==> src/rtl/ram_scan_reader.sv <==
// rtl/ram_scan_reader.sv - sequential RAM scanner that captures and holds each word for display
//
// Walks RAM addresses 0 .. 2^ADDR_WIDTH-1 in order. For each address it waits
// READ_LATENCY edges for the read data, captures it, then holds it for
// DWELL_CYCLES enabled cycles (free-run) or until a step pulse.
//
// Ports:
//   clk        in   system clock
//   reset      in   synchronous, active-high reset
//   enable     in   1 = free-run (advance after dwell), 0 = paused
//   step       in   single-cycle pulse, advances one address while showing
//   rd_addr    out  registered RAM read address
//   rd_data    in   RAM read data
//   cur_addr   out  address of the word currently held (same as rd_addr)
//   cur_data   out  captured word for display
//   data_valid out  high while cur_data belongs to cur_addr
//   wrapped    out  one-cycle pulse on the cycle rd_addr returns to 0

module ram_scan_reader #(
   parameter int ADDR_WIDTH   = 5,
   parameter int DATA_WIDTH   = 4,
   parameter int READ_LATENCY = 2,
   parameter int DWELL_CYCLES = 50_000_000
) (
   input  logic                  clk,
   input  logic                  reset,
   input  logic                  enable,
   input  logic                  step,
   output logic [ADDR_WIDTH-1:0] rd_addr,
   input  logic [DATA_WIDTH-1:0] rd_data,
   output logic [ADDR_WIDTH-1:0] cur_addr,
   output logic [DATA_WIDTH-1:0] cur_data,
   output logic                  data_valid,
   output logic                  wrapped
);

   localparam int WAIT_W  = $clog2(READ_LATENCY + 1);
   localparam int DWELL_W = $clog2(DWELL_CYCLES + 1);

   localparam logic [WAIT_W-1:0]     WAIT_LAST  = WAIT_W'(READ_LATENCY - 1);
   localparam logic [DWELL_W-1:0]    DWELL_LAST = DWELL_W'(DWELL_CYCLES - 1);
   localparam logic [ADDR_WIDTH-1:0] ADDR_MAX   = '1;

   typedef enum logic {
      ST_WAIT = 1'b0,
      ST_SHOW = 1'b1
   } state_t;

   state_t                  state_q,      state_d;
   logic [WAIT_W-1:0]       wait_cnt_q,   wait_cnt_d;
   logic [DWELL_W-1:0]      dwell_cnt_q,  dwell_cnt_d;
   logic [ADDR_WIDTH-1:0]   rd_addr_q,    rd_addr_d;
   logic [DATA_WIDTH-1:0]   cur_data_q,   cur_data_d;
   logic                    data_valid_q, data_valid_d;
   logic                    wrapped_q,    wrapped_d;

   logic                    advance;

   always_comb begin
      state_d      = state_q;
      wait_cnt_d   = wait_cnt_q;
      dwell_cnt_d  = dwell_cnt_q;
      rd_addr_d    = rd_addr_q;
      cur_data_d   = cur_data_q;
      data_valid_d = data_valid_q;
      // wrapped is a pulse: it is only ever set on the advance edge itself
      wrapped_d    = 1'b0;
      advance      = 1'b0;

      case (state_q)
         ST_WAIT: begin
            // step is deliberately not looked at here; steps are never queued
            wait_cnt_d = wait_cnt_q + 1'b1;
            if (wait_cnt_q == WAIT_LAST) begin
               cur_data_d   = rd_data;
               data_valid_d = 1'b1;
               dwell_cnt_d  = '0;
               state_d      = ST_SHOW;
            end
         end

         ST_SHOW: begin
            // A step skips whatever dwell is left, even while paused
            advance = step || (enable && (dwell_cnt_q == DWELL_LAST));
            if (advance) begin
               rd_addr_d    = rd_addr_q + 1'b1;
               wrapped_d    = (rd_addr_q == ADDR_MAX);
               data_valid_d = 1'b0;
               wait_cnt_d   = '0;
               state_d      = ST_WAIT;
            end else if (enable) begin
               dwell_cnt_d = dwell_cnt_q + 1'b1;
            end
            // enable low: dwell progress is frozen, not discarded
         end

         default: begin
            state_d = ST_WAIT;
         end
      endcase
   end

   always_ff @(posedge clk) begin
      if (reset) begin
         state_q      <= ST_WAIT;
         wait_cnt_q   <= '0;
         dwell_cnt_q  <= '0;
         rd_addr_q    <= '0;
         cur_data_q   <= '0;
         data_valid_q <= 1'b0;
         wrapped_q    <= 1'b0;
      end else begin
         state_q      <= state_d;
         wait_cnt_q   <= wait_cnt_d;
         dwell_cnt_q  <= dwell_cnt_d;
         rd_addr_q    <= rd_addr_d;
         cur_data_q   <= cur_data_d;
         data_valid_q <= data_valid_d;
         wrapped_q    <= wrapped_d;
      end
   end

   assign rd_addr    = rd_addr_q;
   assign cur_addr   = rd_addr_q;
   assign cur_data   = cur_data_q;
   assign data_valid = data_valid_q;
   assign wrapped    = wrapped_q;

endmodule

==> config.mk <==
export PLATFORM = sky130hd
export DESIGN_NAME = ram_scan_reader
export DESIGN_NICKNAME = d
export VERILOG_FILES = /design/src/rtl/ram_scan_reader.sv
export SDC_FILE = /design/constraint.sdc
export NUM_CORES = 1
export LEC_CHECK = 0
export BUFFER_PORTS_ARGS = -buffer_cell sky130_fd_sc_hd__buf_2
export CAP_MARGIN = 10
export CORE_MARGIN = 1.5
export CORE_UTILIZATION = 35
export DETAILED_ROUTE_END_ITERATION = 16
export HOLD_SLACK_MARGIN = 0.15
export SLEW_MARGIN = 20
export SYNTH_ARGS = -nofsm -noshare
export SYNTH_HDL_FRONTEND = slang
export SYNTH_SLANG_ARGS = --single-unit
==> constraint.sdc <==
create_clock -name clk -period 2.8 [get_ports clk]
set_input_delay 0.14 -clock clk [delete_from_list [all_inputs] [get_ports clk]]
set_output_delay 0.14 -clock clk [all_outputs]
set_load 0.05 [all_outputs]
==> results of run 1 <==
-- worst max path at each step --
stage          cells after the start                       end
6_report                           6  cur_addr[3]$_SDFFE_PP0P_
2_1_floorplan                      7  cur_addr[3]$_SDFFE_PP0P_
3_5_place_dp                       6  cur_addr[3]$_SDFFE_PP0P_
3_3_place_gp                       6  cur_addr[3]$_SDFFE_PP0P_
5_1_grt                            6  cur_addr[3]$_SDFFE_PP0P_
4_1_cts                            6  cur_addr[3]$_SDFFE_PP0P_
-- flip-flops by register name, indices dropped and copies added, names as in the netlist --
name / count
wait_cnt_q: 2
state_q: 1
cur_data: 4
cur_addr: 5
wrapped: 1
dwell_cnt_q: 26
data_valid: 1
-- metal layers --
layer,GRT usage [%],vias to the layer above,share of wire (%),wire length [um]
met4,7.76,0,1.6,92
met1,24.0,974,48,2690
met3,2.36,8,3.8,215
met5,0,-,0,0
li1,-,1018,-,-
met2,29.6,44,46,2590
-- power by group --
group	total [mW]	switching (mW)	internal, mW
sequential	0.597	0.0124	0.584
combinational	0.204	0.139	0.0648
clock	0.483	0.219	0.264
total	1.28	0.371	0.913
-- layout by cell type, fill, tap and decap left out, types with 6 or more instances in the layout --
| master | count |
|---|---|
| sky130_fd_sc_hd__a21oi_1 | 18 |
| sky130_fd_sc_hd__a311oi_1 | 10 |
| sky130_fd_sc_hd__and3_1 | 6 |
| sky130_fd_sc_hd__buf_2 | 23 |
| sky130_fd_sc_hd__buf_4 | 11 |
| sky130_fd_sc_hd__dfxtp_1 | 40 |
| sky130_fd_sc_hd__inv_1 | 8 |
| sky130_fd_sc_hd__nand2_1 | 25 |
| sky130_fd_sc_hd__nand3_1 | 22 |
| sky130_fd_sc_hd__nand4_1 | 7 |
| sky130_fd_sc_hd__nor2_1 | 9 |
| sky130_fd_sc_hd__nor3_1 | 6 |
| sky130_fd_sc_hd__o21ai_0 | 10 |
| sky130_fd_sc_hd__or4_1 | 6 |
-- kinds of logic (layout without fill, tap and decap cells) --
group                      count (synthesis)  in the layout  synth area share, %
xor gates and xnor gates                   1              1                0.410
buffers and inverters                     27             54                 6.04
AOI/OAI and AO/OA                         73             73                 24.1
adders and majority gates                  4              4                 2.34
DFF                                       40             40                 37.5
and+or+nand+nor                          107            107                 28.1
muxes                                      3              3                 1.47
-- cell type report --
| type | count | area share, % |
|---|---|---|
| Multi-Input combinational cell | 188 | 48.6 |
| Sequential cell | 40 | 32.3 |
| Timing Repair Buffer | 38 | 9.59 |
| Tap cell | 75 | 3.79 |
| Clock buffer | 5 | 2.78 |
| Clock inverter | 3 | 1.72 |
| Inverter | 8 | 1.21 |
-- per-stage QoR --
step | area [um^2] | setup WS (ns) | hold WS (ns)
6_report | 2480 | 0.301 | 0.222
2_1_floorplan | 2130 | 0.590 | 0.276
5_1_grt | 2480 | 0.172 | 0.231
3_3_place_gp | 2330 | 0.420 | 0.382
4_1_cts | 2480 | 0.325 | 0.213
3_5_place_dp | 2330 | 0.366 | 0.385
==> results.ini, run 1 <==
[synthesis]
synth.cell_area_mm2 = 0.00213
yosysUniqueCellTypes = 47
yosys-top-cells-count = sky130_fd_sc_hd__dfxtp_1 (40), sky130_fd_sc_hd__nand2_1 (25), sky130_fd_sc_hd__nand3_1 (22)
synth_edf_count = 0
netlist.top_cell.by_area = sky130_fd_sc_hd__dfxtp_1
async_reset_ff_share_pct = 0
top_ff_cell_synth = sky130_fd_sc_hd__dfxtp_1
synth-seq-area-share_pct = 37.5
synth.most_common_cell = sky130_fd_sc_hd__dfxtp_1
syn_avg_cell_area_um2 = 8.37
postSynthCellCount = 255
yosysTopAreaCellShare_pct = 37.5
count_of_state_elements_after_synthesis = 40
ys.warnings.count = 0
synth_top_cells_by_area = sky130_fd_sc_hd__dfxtp_1 (38%), sky130_fd_sc_hd__nand3_1 (5.2%), sky130_fd_sc_hd__nand2_1 (4.4%), sky130_fd_sc_hd__a21oi_1 (4.2%), sky130_fd_sc_hd__a311oi_1 (4.1%)
syn-num-nets = 267

[grt]
gr-total-overflow = 0
grt_pass1_wl_mm = 9.22
antenna_found_initial = 0
groute.usage.overall_pct = 18.1
grt_max_degree = 22
grt_pass1_vias = 1848

[setup_path]
timing.critical_path.required_ns = 3.03
timing.critical_path.buf_inv = 0
crit_path_max_incr_delay_ns = 0.66
crit_path_max_fanout = 12
ff2ff_path_depth = 6
reg2reg_slack_ns = 0.30
arrival_ns = 2.73
worstSetupPathType = reg2reg
rr_endpoint = cur_addr[3]$_SDFFE_PP0P_
timing.critical_path.from = dwell_cnt_q[0]$_SDFFE_PP0P_
critical-path-top-cell-by-count = sky130_fd_sc_hd__or4_1
worst_path_max_delay_cell = sky130_fd_sc_hd__or4_1
ordered_list_of_cells_on_the_worst_path = ha_1 -> nand3_1 -> or4_1 -> o21a_1 -> or4_1 -> a21oi_1
worst_r2r_startpoint = dwell_cnt_q[0]$_SDFFE_PP0P_
critical_path.endpoint_type = flop
worst_setup_path_start_kind = flop
critPathTopFamily = simple AND/OR/NAND/NOR gates

[floorplanning]
placementRows = 28
core_area_mm2 = 0.00592
design.portCount = 24
fp.dieH_um = 81.1
die_area_mm2 = 0.00658
initial_utilization_pct = 36.1
die_w_um = 81.1

[cts]
post_cts_resized = 0
cts_tree = done
cts_max_path_buffers = 2
clk_latency_ns = 0.30
cts-root-buf = sky130_fd_sc_hd__clkbuf_8
cts_setup_buffers = 0
clk_pin_slew_worst_paths_ns = 0.08
cts_hold_repair.buffers = 4
cts.sinks = 40
cts-buffers-inserted = 5
cts_htree_levels = 2

[hold_path]
hold_path_depth = 2
timing.hold.worst_endpoint = cur_data[0]$_SDFFE_PP0P_
min-delay-path-class = in2reg
hold_path.startpoint = reset

[power_and_ir_drop]
leakage_nw = 0.866
peakVddDrop_v = 0.000246
p_per_area_mw_per_mm2 = 518
design_power_total_mw = 1.28

[final_layout]
final_layout_size_suffix_gt1_share_pct = 19.9
final_util_pct = 41.9
sequential_cell_area_um2 = 801
n_fill_cell = 611
post_synthesis_to_final_layout_area_growth_pct = 16.1
antennaDiodeCount = 0
final_cells = 357
nets = 293
multi_input_comb_area_mm2 = 0.00120

[timing]
rsz0062_at_grt = no
finalCritPeriodShare_pct = 89.3
timing.final.max_slew_violations = 0
post-route-min-period_ns = 2.50
maxSlewHeadroom_pct = 41.8
clock.fmax_ghz = 0.400
finClkSkew_ns = 0.00397
max_slew.worst_pin.slew_ns = 0.870
final_hold_viol_count = 0
tns_ns = 0
setup_viol = 0

[drt]
detailedRoute.firstPassIterationCount = 4
drt-wirelength-per-cell_um = 15.7
detail_route.vias_per_cell = 5.73
routed-via-count = 2044
ant_nets = 0
detail_route.drc_violations = 0
detailedRoute.firstIterationViolations = 85
wl_mm = 5.60

[flow_run]
maxCapViolCount = 0

[placed_design]
dpl.cell_count = 345
gp_routability_congestion = 0.924
numPortBuffers = 23
detailed_place_hpwl_mm = 3.90

[status]
run_status = complete, no violations

(Power assumes the default switching activity.)
==> inputs of run 2 (changes only) <==
- clock period: 2.8 -> 3.19 ns (I/O delays scaled with it)
==> run 2 against run 1 <==
Wire length shrank 6.8%. First-iteration DRC count grew 74%. Hold slack gained 0.058 ns. Die area is the same. Clock-buffer cell count is the same. Design area shrank 2.1%. Core utilization shrank 0.89 points. Cell count shrank 2.0%. Global-route usage shrank 1.3 points. Sequential power shrank 12%. Clock power shrank 14%. Critical path type unchanged. Critical endpoint unchanged.
==> results.ini, run 2 (same netlist as run 1, synthesis figures left out) <==
[setup_path]
reg2reg_slack_ns = 0.59
timing.critical_path.buf_inv = 0
arrival_ns = 2.83
crit_path_max_incr_delay_ns = 0.70
ordered_list_of_cells_on_the_worst_path = ha_1 -> nand3_1 -> or4_1 -> o21a_1 -> or4_1 -> a21oi_1
worstSetupPathType = reg2reg
critical-path-top-cell-by-count = sky130_fd_sc_hd__or4_1
critical_path.endpoint_type = flop
worst_r2r_startpoint = dwell_cnt_q[0]$_SDFFE_PP0P_
rr_endpoint = cur_addr[3]$_SDFFE_PP0P_
crit_path_max_fanout = 12
critical_path_depth = 6
worst_setup_path_start_kind = flop
worst_path_max_delay_cell = sky130_fd_sc_hd__or4_1
critPathTopFamily = simple AND/OR/NAND/NOR gates
timing.critical_path.required_ns = 3.42
ff2ff_path_depth = 6

[grt]
global_route.usage.met1_pct = 22.6
met2_usage_pct = 26.4
antenna_found_initial = 0
globalRoute.busiestLayer = met2
grt_pass1_wl_mm = 8.54
grt.met3_usage_pct = 3.82
grt_max_degree = 22
grt_pass1_vias = 1790
groute.usage.overall_pct = 16.8
gr-total-overflow = 0

[final_layout]
commonest_cells_after_routing_fill_and_taps_aside = sky130_fd_sc_hd__dfxtp_1 (40), sky130_fd_sc_hd__nand2_1 (25), sky130_fd_sc_hd__buf_2 (23)
final_layout_size_suffix_gt1_share_pct = 17.8
nets = 286
final_common_cell = sky130_fd_sc_hd__dfxtp_1
antennaDiodeCount = 0
post_synthesis_to_final_layout_area_growth_pct = 13.7
largest_reg_flops = 26
final_util_pct = 41.0
n_fill_cell = 612
largest_register = dwell_cnt_q

[power_and_ir_drop]
p_per_area_mw_per_mm2 = 457
leakage_nw = 0.832
peakVddDrop_v = 0.000222

[timing]
final_hold_viol_count = 0
max_slew.worst_pin.slew_ns = 0.834
tns_ns = 0
rsz0062_at_grt = no
setup_viol = 0
finClkSkew_ns = 0.00714
finalCritPeriodShare_pct = 81.4
clock.fmax_ghz = 0.385
post-route-min-period_ns = 2.60
timing.final.max_slew_violations = 0
maxSlewHeadroom_pct = 44.2

[drt]
detailedRoute.firstIterationViolations = 148
routed-via-count = 2017
wl_mm = 5.22
detail_route.drc_violations = 0
detail_route.vias_per_cell = 5.76
ant_nets = 0
detailedRoute.firstPassIterationCount = 4
drt-wirelength-per-cell_um = 14.9

[flow_run]
maxCapViolCount = 0

[cts]
clk_latency_ns = 0.30
cts_setup_buffers = 0
cts_tree = done
cts-buffers-inserted = 5
post_cts_resized = 0
cts_max_path_buffers = 2
clk_pin_slew_worst_paths_ns = 0.08
cts.sinks = 40
cts-root-buf = sky130_fd_sc_hd__clkbuf_8
cts_htree_levels = 2

[status]
run_status = complete, no violations

[floorplanning]
initial_utilization_pct = 36.1
placementRows = 28
die_w_um = 81.1
die_area_mm2 = 0.00658
core_area_mm2 = 0.00592
fp.dieH_um = 81.1
design.portCount = 24

[hold_path]
timing.hold.worst_endpoint = wait_cnt_q[1]$_SDFFE_PP0P_
min-delay-path-class = in2reg
hold_path.startpoint = reset
hold_path_depth = 2

[placed_design]
numPortBuffers = 23
gp_routability_congestion = 0.876
detailed_place_hpwl_mm = 3.63

-- run 2: cell types whose count changed in the layout (fill, tap and decap cells not counted), sizes merged --
cell,previous run,this run
buf,34,27
-- run 2: how the worst max path moves through the flow --
stage / end / start / slack (ns)
after global placement: cur_addr[3]$_SDFFE_PP0P_ / dwell_cnt_q[0]$_SDFFE_PP0P_ / 0.69
after floorplan: cur_addr[3]$_SDFFE_PP0P_ / dwell_cnt_q[0]$_SDFFE_PP0P_ / 0.98
final: cur_addr[3]$_SDFFE_PP0P_ / dwell_cnt_q[0]$_SDFFE_PP0P_ / 0.59
after detailed placement: cur_addr[3]$_SDFFE_PP0P_ / dwell_cnt_q[0]$_SDFFE_PP0P_ / 0.64
after CTS: cur_addr[3]$_SDFFE_PP0P_ / dwell_cnt_q[0]$_SDFFE_PP0P_ / 0.60
after global routing: cur_addr[3]$_SDFFE_PP0P_ / dwell_cnt_q[0]$_SDFFE_PP0P_ / 0.41
-- run 2: final cells by class --
class	instances	area, um^2	share of cell area (%)
Sequential cell	40	801	33.0
Tap cell	75	93.8	3.87
Inverter	8	30.0	1.24
Clock inverter	3	42.5	1.75
Clock buffer	5	68.8	2.84
Timing Repair Buffer	31	185	7.63
Multi-Input combinational cell	188	1200	49.7
-- run 2: power breakdown --
part | total (mW) | internal (mW) | switching [mW]
Clock | 0.417 | 0.232 | 0.186
Sequential | 0.523 | 0.513 | 0.0106
Combinational | 0.168 | 0.0507 | 0.117
-- run 2: worst register-to-register path, stage by stage, from the launching register on --
cell and delay, ns:
sky130_fd_sc_hd__dfxtp_1 0.39, sky130_fd_sc_hd__ha_1 0.22, sky130_fd_sc_hd__nand3_1 0.23, sky130_fd_sc_hd__or4_1 0.70, sky130_fd_sc_hd__o21a_1 0.35, sky130_fd_sc_hd__or4_1 0.50
sky130_fd_sc_hd__a21oi_1 0.14
-- run 2: stage by stage --
| stage | cell area, um^2 | hold slack [ns] | total power, mW | cells | setup slack, ns |
|---|---|---|---|---|---|
| 5_1_grt | 2430 | 0.300 | 1.16 | 350 | 0.405 |
| 3_5_place_dp | 2270 | 0.409 | 0.701 | 338 | 0.636 |
| 3_3_place_gp | 2270 | 0.404 | 0.699 | 338 | 0.689 |
| 6_report | 2430 | 0.280 | 1.11 | 350 | 0.595 |
| 4_1_cts | 2430 | 0.280 | 1.12 | 350 | 0.601 |
| 2_1_floorplan | 2130 | 0.296 | 0.657 | 255 | 0.980 |
-- run 2: timing repair --
item,in CTS,in global routing
hold buffers,4,0
endpoints found under the hold margin,4,0
endpoints found under the setup margin,0,0
-- run 2: per-layer routing --
layer / up-vias / wire [um] / part of all wire [%]
li1: 1002 / - / -
met5: - / 0 / 0
met3: 7 / 360 / 6.9
met2: 72 / 2390 / 46
met4: 0 / 76 / 1.5
met1: 936 / 2390 / 46
